$ cat src/rtl/axil_cmd_master.sv
// axil_cmd_master: turns single-beat register commands into one AXI4-Lite
// read or write transaction each, and returns the status (and read data).
//
// Ports:
//   aclk, aresetn      clock, asynchronous active-low reset
//   cmd_*              command in  (valid/ready, we, addr, wdata, wstrb)
//   rsp_*              response out (valid/ready, we, rdata, resp)
//   m_axil_*           AXI4-Lite master (AW, W, B, AR, R channels)
//
// Build option: define AXIL_CMD_MASTER_TIMEOUT_EN to add a watchdog that
// ends a stalled transaction after TIMEOUT_CYCLES cycles with SLVERR.
// Without it the master waits for the slave indefinitely.

module axil_cmd_master #(
    parameter int DATA_WIDTH     = 32,
    parameter int ADDR_WIDTH     = 4,
    parameter int STRB_WIDTH     = DATA_WIDTH / 8,
    parameter int TIMEOUT_CYCLES = 256
) (
    input  logic                  aclk,
    input  logic                  aresetn,
    input  logic                  cmd_valid,
    output logic                  cmd_ready,
    input  logic                  cmd_we,
    input  logic [ADDR_WIDTH-1:0] cmd_addr,
    input  logic [DATA_WIDTH-1:0] cmd_wdata,
    input  logic [STRB_WIDTH-1:0] cmd_wstrb,
    output logic                  rsp_valid,
    input  logic                  rsp_ready,
    output logic                  rsp_we,
    output logic [DATA_WIDTH-1:0] rsp_rdata,
    output logic [1:0]            rsp_resp,
    output logic [ADDR_WIDTH-1:0] m_axil_awaddr,
    output logic [2:0]            m_axil_awprot,
    output logic                  m_axil_awvalid,
    input  logic                  m_axil_awready,
    output logic [DATA_WIDTH-1:0] m_axil_wdata,
    output logic [STRB_WIDTH-1:0] m_axil_wstrb,
    output logic                  m_axil_wvalid,
    input  logic                  m_axil_wready,
    input  logic [1:0]            m_axil_bresp,
    input  logic                  m_axil_bvalid,
    output logic                  m_axil_bready,
    output logic [ADDR_WIDTH-1:0] m_axil_araddr,
    output logic [2:0]            m_axil_arprot,
    output logic                  m_axil_arvalid,
    input  logic                  m_axil_arready,
    input  logic [DATA_WIDTH-1:0] m_axil_rdata,
    input  logic [1:0]            m_axil_rresp,
    input  logic                  m_axil_rvalid,
    output logic                  m_axil_rready
);

    localparam logic [2:0] S_IDLE  = 3'd0;
    localparam logic [2:0] S_WRITE = 3'd1;
    localparam logic [2:0] S_WRESP = 3'd2;
    localparam logic [2:0] S_READ  = 3'd3;
    localparam logic [2:0] S_RDATA = 3'd4;
    localparam logic [2:0] S_RESP  = 3'd5;

    if (TIMEOUT_CYCLES < 2 || TIMEOUT_CYCLES > 65535) begin : g_bad_timeout
        $error("TIMEOUT_CYCLES must be in 2..65535");
    end

    logic [2:0] state;
    logic       aw_ok;
    logic       w_ok;
    logic       adv;
    logic       tmo;

    assign m_axil_awprot = 3'b000;
    assign m_axil_arprot = 3'b000;

    // A channel counts as done if already handshaken or handshaking now.
    always_comb begin
        aw_ok = !m_axil_awvalid || m_axil_awready;
        w_ok  = !m_axil_wvalid || m_axil_wready;
        adv   = 1'b0;
        unique case (state)
            S_WRITE: adv = aw_ok && w_ok;
            S_WRESP: adv = m_axil_bvalid;
            S_READ:  adv = m_axil_arready;
            S_RDATA: adv = m_axil_rvalid;
            default: adv = 1'b0;
        endcase
    end

`ifdef AXIL_CMD_MASTER_TIMEOUT_EN
    localparam logic [15:0] TMO_LAST = 16'(TIMEOUT_CYCLES - 1);

    logic [15:0] tmo_cnt;
    logic        busy;

    assign busy = (state == S_WRITE) || (state == S_WRESP) ||
                  (state == S_READ)  || (state == S_RDATA);
    assign tmo  = busy && !adv && (tmo_cnt == TMO_LAST);

    // Restarts from zero on every entry into a waiting state.
    always_ff @(posedge aclk or negedge aresetn) begin
        if (!aresetn) begin
            tmo_cnt <= '0;
        end else if (!busy || adv) begin
            tmo_cnt <= '0;
        end else begin
            tmo_cnt <= tmo_cnt + 16'd1;
        end
    end
`else
    assign tmo = 1'b0;
`endif

    always_ff @(posedge aclk or negedge aresetn) begin
        if (!aresetn) begin
            state          <= S_IDLE;
            cmd_ready      <= 1'b0;
            rsp_valid      <= 1'b0;
            rsp_we         <= 1'b0;
            rsp_rdata      <= '0;
            rsp_resp       <= 2'b00;
            m_axil_awaddr  <= '0;
            m_axil_awvalid <= 1'b0;
            m_axil_wdata   <= '0;
            m_axil_wstrb   <= '0;
            m_axil_wvalid  <= 1'b0;
            m_axil_bready  <= 1'b0;
            m_axil_araddr  <= '0;
            m_axil_arvalid <= 1'b0;
            m_axil_rready  <= 1'b0;
        end else if (tmo) begin
            m_axil_awvalid <= 1'b0;
            m_axil_wvalid  <= 1'b0;
            m_axil_bready  <= 1'b0;
            m_axil_arvalid <= 1'b0;
            m_axil_rready  <= 1'b0;
            rsp_rdata      <= '0;
            rsp_resp       <= 2'b10;
            rsp_valid      <= 1'b1;
            state          <= S_RESP;
        end else begin
            unique case (state)
                S_IDLE: begin
                    cmd_ready <= 1'b1;
                    if (cmd_valid && cmd_ready) begin
                        cmd_ready <= 1'b0;
                        rsp_we    <= cmd_we;
                        if (cmd_we) begin
                            m_axil_awaddr  <= cmd_addr;
                            m_axil_wdata   <= cmd_wdata;
                            m_axil_wstrb   <= cmd_wstrb;
                            m_axil_awvalid <= 1'b1;
                            m_axil_wvalid  <= 1'b1;
                            state          <= S_WRITE;
                        end else begin
                            m_axil_araddr  <= cmd_addr;
                            m_axil_arvalid <= 1'b1;
                            state          <= S_READ;
                        end
                    end
                end
                S_WRITE: begin
                    if (m_axil_awready) m_axil_awvalid <= 1'b0;
                    if (m_axil_wready)  m_axil_wvalid  <= 1'b0;
                    if (adv) begin
                        m_axil_bready <= 1'b1;
                        state         <= S_WRESP;
                    end
                end
                S_WRESP: begin
                    if (adv) begin
                        m_axil_bready <= 1'b0;
                        rsp_resp      <= m_axil_bresp;
                        rsp_rdata     <= '0;
                        rsp_valid     <= 1'b1;
                        state         <= S_RESP;
                    end
                end
                S_READ: begin
                    if (adv) begin
                        m_axil_arvalid <= 1'b0;
                        m_axil_rready  <= 1'b1;
                        state          <= S_RDATA;
                    end
                end
                S_RDATA: begin
                    if (adv) begin
                        m_axil_rready <= 1'b0;
                        rsp_resp      <= m_axil_rresp;
                        rsp_rdata     <= m_axil_rdata;
                        rsp_valid     <= 1'b1;
                        state         <= S_RESP;
                    end
                end
                S_RESP: begin
                    if (rsp_ready) begin
                        rsp_valid <= 1'b0;
                        cmd_ready <= 1'b1;
                        state     <= S_IDLE;
                    end
                end
                default: state <= S_IDLE;
            endcase
        end
    end

endmodule

$ cat config.mk
export PLATFORM = sky130hd
export DESIGN_NAME = axil_cmd_master
export DESIGN_NICKNAME = d
export VERILOG_FILES = /design/src/rtl/axil_cmd_master.sv
export SDC_FILE = /design/constraint.sdc
export NUM_CORES = 1
export LEC_CHECK = 0
export CAP_MARGIN = 20
export CELL_PAD_IN_SITES_DETAIL_PLACEMENT = 1
export CELL_PAD_IN_SITES_GLOBAL_PLACEMENT = 2
export CORE_MARGIN = 2
export CORE_UTILIZATION = 28
export DETAILED_ROUTE_END_ITERATION = 8
export HOLD_SLACK_MARGIN = 0.03
export PLACE_DENSITY = 0.88
export SYNTH_ARGS = -nofsm -noshare
export SYNTH_HDL_FRONTEND = slang
export SYNTH_SLANG_ARGS = --single-unit
$ cat constraint.sdc
create_clock -name aclk -period 4.3 [get_ports aclk]
set_input_delay 0.86 -clock aclk [delete_from_list [all_inputs] [get_ports aclk]]
set_output_delay 0.86 -clock aclk [all_outputs]
set_load 0.01 [all_outputs]
Word level (Yosys, flattened, before mapping)
Index checks and enable logic that the tools add are counted.
- equality and inequality tests: 16
- muxes and demuxes: 32
- bitwise gates (word level): 1
- reduce and logical (&&, ||, !) cells: 27
- operators with widths (operator ; count):
    $mux W32 ; 2
    $pmux W32 S2 ; 1
    $ne A2 B2 Y1 const B ; 10
    $reduce_and A3 Y1 ; 6
    $mux W3 ; 5
    $pmux W3 S5 ; 1
    $pmux W1 S2 ; 7
    $reduce_bool A2 Y1 ; 7
    $reduce_and A4 Y1 ; 3
    $mux W1 ; 11
    $eq A3 B2 Y1 const B ; 2
    $eq A3 B3 Y1 const B ; 2
    $mux W2 ; 3
    $reduce_and A5 Y1 ; 1
    $pmux W1 S4 ; 1
    $pmux W2 S2 ; 1
    $reduce_and A2 Y1 ; 2
    $eq A3 B1 Y1 const B ; 1
    $logic_not A3 Y1 ; 1
    $logic_and A1 B1 Y1 ; 2
    $logic_not A1 Y1 ; 2
    $logic_or A1 B1 Y1 ; 2
    $ne A2 B1 Y1 const B ; 1
    $reduce_or A2 Y1 ; 1
    $not A1 Y1 ; 1
- register bits: 89
- bits of input ports: 86
- output and inout port bits: 92
- logic and storage cells: 91

Depth between registers and ports, before layout
- word-level depth: 6
- mapped depth: 6
- gate-level depth less buffers: 3

Worst setup path before layout
Ideal clock, no wire load.
- kind: input port to flip-flop
- from: input cmd_valid
- to: register m_axil_awaddr[3]
- setup time: 125 ps
- arrival: 2024 ps
- data required time: 4175 ps
- setup slack: 2151 ps
- stages: 5
- path buffers: 2
- cell sequence: nand2_1 -> or4_4 -> buf_6 -> buf_8 -> mux2_4
- cells in the longest elaborated chain, start to end: 2
- RTL lines (element ; RTL line ; source):
    start: declaration ; 22 ; input logic cmd_valid,
    $logic_and A1 B1 Y1 ; 143 ; if (cmd_valid && cmd_ready) begin
    $reduce_and A3 Y1 (no source line) ; n/a ;
    end signal: assignment ; 147 ; m_axil_awaddr <= cmd_addr;
    end: declaration ; 33 ; output logic [ADDR_WIDTH-1:0] m_axil_awaddr,
No other way between the ends.
A chain may end at the register's enable or synchronous reset.

Final worst setup path
- from: input cmd_valid
- to: register m_axil_wdata[15]
- cells in the longest elaborated chain, start to end: 2
- RTL lines (element ; RTL line ; source):
    $logic_and A1 B1 Y1 ; 143 ;
    $reduce_and A3 Y1 (no source line) ; n/a ;
    end signal: assignment ; 148 ; m_axil_wdata <= cmd_wdata;
    end: declaration ; 37 ; output logic [DATA_WIDTH-1:0] m_axil_wdata,
No other way between the ends.

==> qor.yml <==
cp.required_ns: 4.52
tns_ns: 0
die_x_um: 119.0
portBuffers: 171
routed_wl_um: 9868
hold-path-cell-count: 1
status: "finished clean"
dieArea_um2: 14160
grt_pass1_vias: 2918
post-place-ws_ns: 1.368
power_switching_w: 0.001279
pin_count: 178
synth-simple-area-share: 0.04461
clock_skew_ns: 0.005401
hold_buffers: 0
p_comb_frac: 0.452
drive_gt1_frac: 0.1690
cp_data_arrival_time_ns: 2.82
cts_buffer_depth: 2
rsz0062_at_grt: "false"
fin_nets: 502
num_antenna_cells: 0
worstSkewPairLatency_ns: 0.34
worstMarginPinSlew_ns: 0.9755
ys_seq_elements: 89
antenna_found_initial: 0
root_buffer: "clkbuf_16"
clkTransAtPathRegs_ns: 0.06
start_util: 0.2829
syn_to_final_growth_pct: 56.51
cpMaxStageDelayCell: "or4_4"
fill_cells: 1347
p_int_w: 0.002915
synthMuxAreaShare: 0.1855
powerDensity_nw_per_um2: 723.8
fp.dieH_um: 119.0
syn_inst: 248
synth_seq_area_share: 0.6016
seqCellArea_um2: 2227
synthAdderAreaFrac: 0
power.share.clock: 0.182
cts_setup_buffers: 0
critPathMaxStageDelay_ns: 0.84
synth_top_family_by_area: "multiplexers"
core_um2: 13090
leakage_nw: 2.600
routed_via_density: 4.529
vdd_drop_max_v: 0.0002872
hold_viol: 0
path_buf_inv: 1
drv_slew: 0
grt_pass1_wl_um: 15980
syn_avg_cell_area_um2: 14.93
num_rows: 42
drv_cap: 0
cts_tree: "built"
period_share: 0.6030
htree_levels: 3
cp_cell_sequence: "clkdlybuf4s50_1, nand2_1, or4_4, mux2_4"
r2r_cells: 3
synthXorXnorAreaFrac: 0
synth.distinct_cells: 32
pwr-share-seq: 0.366
dr.pass1.iters: 4
worst_setup_path_start_kind: "primary input"
grt-ovfl-total: 0
first_iter_violations: 71
syn-cell-area_um2: 3702
ant_nets: 0
route.detailed.wl_per_inst_um: 16.56
max_freq_mhz: 385.7
numCtsBuffers: 9
critPathMaxFanout: 41
min_period_ns: 2.593
timing_worst_setup_path_type: "primary input to flop"
cp-end-kind: "flop"
synth_compound_area_frac: 0.1176
power_w: 0.004194
cts.sinks: 89
yosysWarnings: 0
maxSlewHeadroom: 0.3496
drc_errors: 0
grt_max_degree: 78
grt_usage: 0.1435
globalplace.congestion: 0.7603
setup_viol: 0
multi_input_area_um2: 1313
route.vias.total: 2699
worst_slack_ns: 1.707
hold_path_class: "flop to flop"
cts_resized: 0
dp_hpwl_um: 7178
cp.depth: 4
cp_top_family: "simple AND/OR/NAND/NOR gates"
p_sw_frac: 0.3050
cells in the mapped netlist:
library cell / n / share of area
nor2b_1: 1 / 0.0017
nand4_1: 1 / 0.0017
o31ai_1: 1 / 0.0020
nand2b_1: 6 / 0.010
buf_4: 6 / 0.012
nor4_2: 1 / 0.0034
or4_4: 1 / 0.0030
nand2_1: 6 / 0.0061
o32a_1: 2 / 0.0054
nand3b_1: 5 / 0.010
a41oi_1: 1 / 0.0024
o31a_1: 1 / 0.0024
mux2_4: 39 / 0.16
a211oi_1: 1 / 0.0020
dfrtp_1: 89 / 0.60
nor2_1: 3 / 0.0030
a21o_1: 2 / 0.0041
a21oi_1: 7 / 0.0095
a31oi_1: 2 / 0.0034
o21ai_0: 5 / 0.0068
inv_1: 5 / 0.0051
conb_1: 1 / 0.0010
or2_2: 1 / 0.0017
mux2_2: 9 / 0.027
a22o_1: 32 / 0.076
buf_8: 4 / 0.016
buf_6: 2 / 0.0061
o22a_1: 1 / 0.0024
clkbuf_1: 10 / 0.010
or2_1: 1 / 0.0017
o22ai_1: 1 / 0.0017
nor3b_1: 1 / 0.0020
power by group through the flow:
stage / Sequential (W) / Combinational, W / Clock [W]
finish: 0.00154 / 0.00189 / 0.000764
global route: 0.00160 / 0.00201 / 0.000822
CTS: 0.00154 / 0.00192 / 0.000793
detailed placement: 0.00155 / 0.00191 / 0
global placement: 0.00153 / 0.00187 / 0
floorplan: 0.00167 / 0.000742 / 0
metrics by stage:
stage	std cells	instance area [um^2]	hold slack (ns)	util
6_report	596	5794	0.4988	0.4428
5_1_grt	596	5794	0.5215	0.4428
4_1_cts	596	5794	0.5045	0.4428
3_5_place_dp	581	5510	0.4833	0.4211
3_3_place_gp	581	5510	0.4829	0.4211
2_1_floorplan	253	3721	0.5320	-
cell usage in the layout, fill, tap and decap left out:
master / n
o22ai_1: 1
nand4_1: 1
clkinv_2: 4
nand2b_1: 6
o31ai_1: 1
a41oi_1: 1
buf_4: 4
inv_1: 5
a21o_1: 2
bufinv_16: 1
clkdlybuf4s50_1: 170
a31oi_1: 2
a22o_1: 32
nor3b_1: 1
dfrtp_1: 89
o21ai_0: 5
a21oi_1: 7
a211oi_1: 1
nor2_2: 1
or4_4: 1
inv_6: 1
nor4_2: 1
nand3b_1: 5
mux2_2: 9
or2_2: 1
mux2_4: 39
nand2_1: 6
nor2b_1: 1
o22a_1: 1
o31a_1: 1
or2_1: 1
clkbuf_16: 9
conb_1: 6
o32a_1: 2
nor2_1: 2
path summary, 6_finish.rpt:
path | to | slack (ns) | startpoint
setup / recovery | m_axil_wdata[15] | 1.71 | cmd_valid
hold / removal | rsp_rdata[1] | 0.50 | rsp_rdata[1]
setup reg to reg | m_axil_wdata[15] | 2.03 | state[2]
hold reg to reg | rsp_rdata[1] | 0.50 | rsp_rdata[1]
max in group asynchronous | m_axil_wdata[29] | 2.83 | aresetn
min in group asynchronous | m_axil_wdata[10] | 0.67 | aresetn
kinds of logic (layout without fill, tap and decap cells):
group,Yosys count,in the layout
buffers and inverters,27,194
AOI/OAI and AO/OA,56,56
other,1,6
and+or+nand+nor,27,27
DFF,89,89
muxes,48,48
cell type report:
class / instances / area share
sequential: 89 / 0.3844
timing repair buffer: 174 / 0.2989
multi-input combinational: 137 / 0.2265
clock buffer: 9 / 0.03887
tap: 176 / 0.03800
clock inverter: 6 / 0.01015
inverter: 5 / 0.003239
state kept, by name, indices dropped and copies added (netlist names), 2 cells and up:
signal / count
m_axil_araddr: 4
m_axil_awaddr: 4
m_axil_wdata: 32
m_axil_wstrb: 4
rsp_rdata: 32
rsp_resp: 2
state: 3
worst reg2reg max path, delay by kind of cell (launching register included):
kind / cells / cell delay [ns]
simple gates: 2 / 1.17
mux: 1 / 0.47
flops: 1 / 0.51
layer usage:
metal / part of all wire / vias to the layer above / global-route usage
li1: - / 1227 / -
met1: 0.45 / 1349 / 0.1835
met2: 0.47 / 110 / 0.2274
met3: 0.064 / 13 / 0.04119
met4: 0.019 / 0 / 0.06027
met5: 0 / - / 0
(Power assumes the default switching activity.)
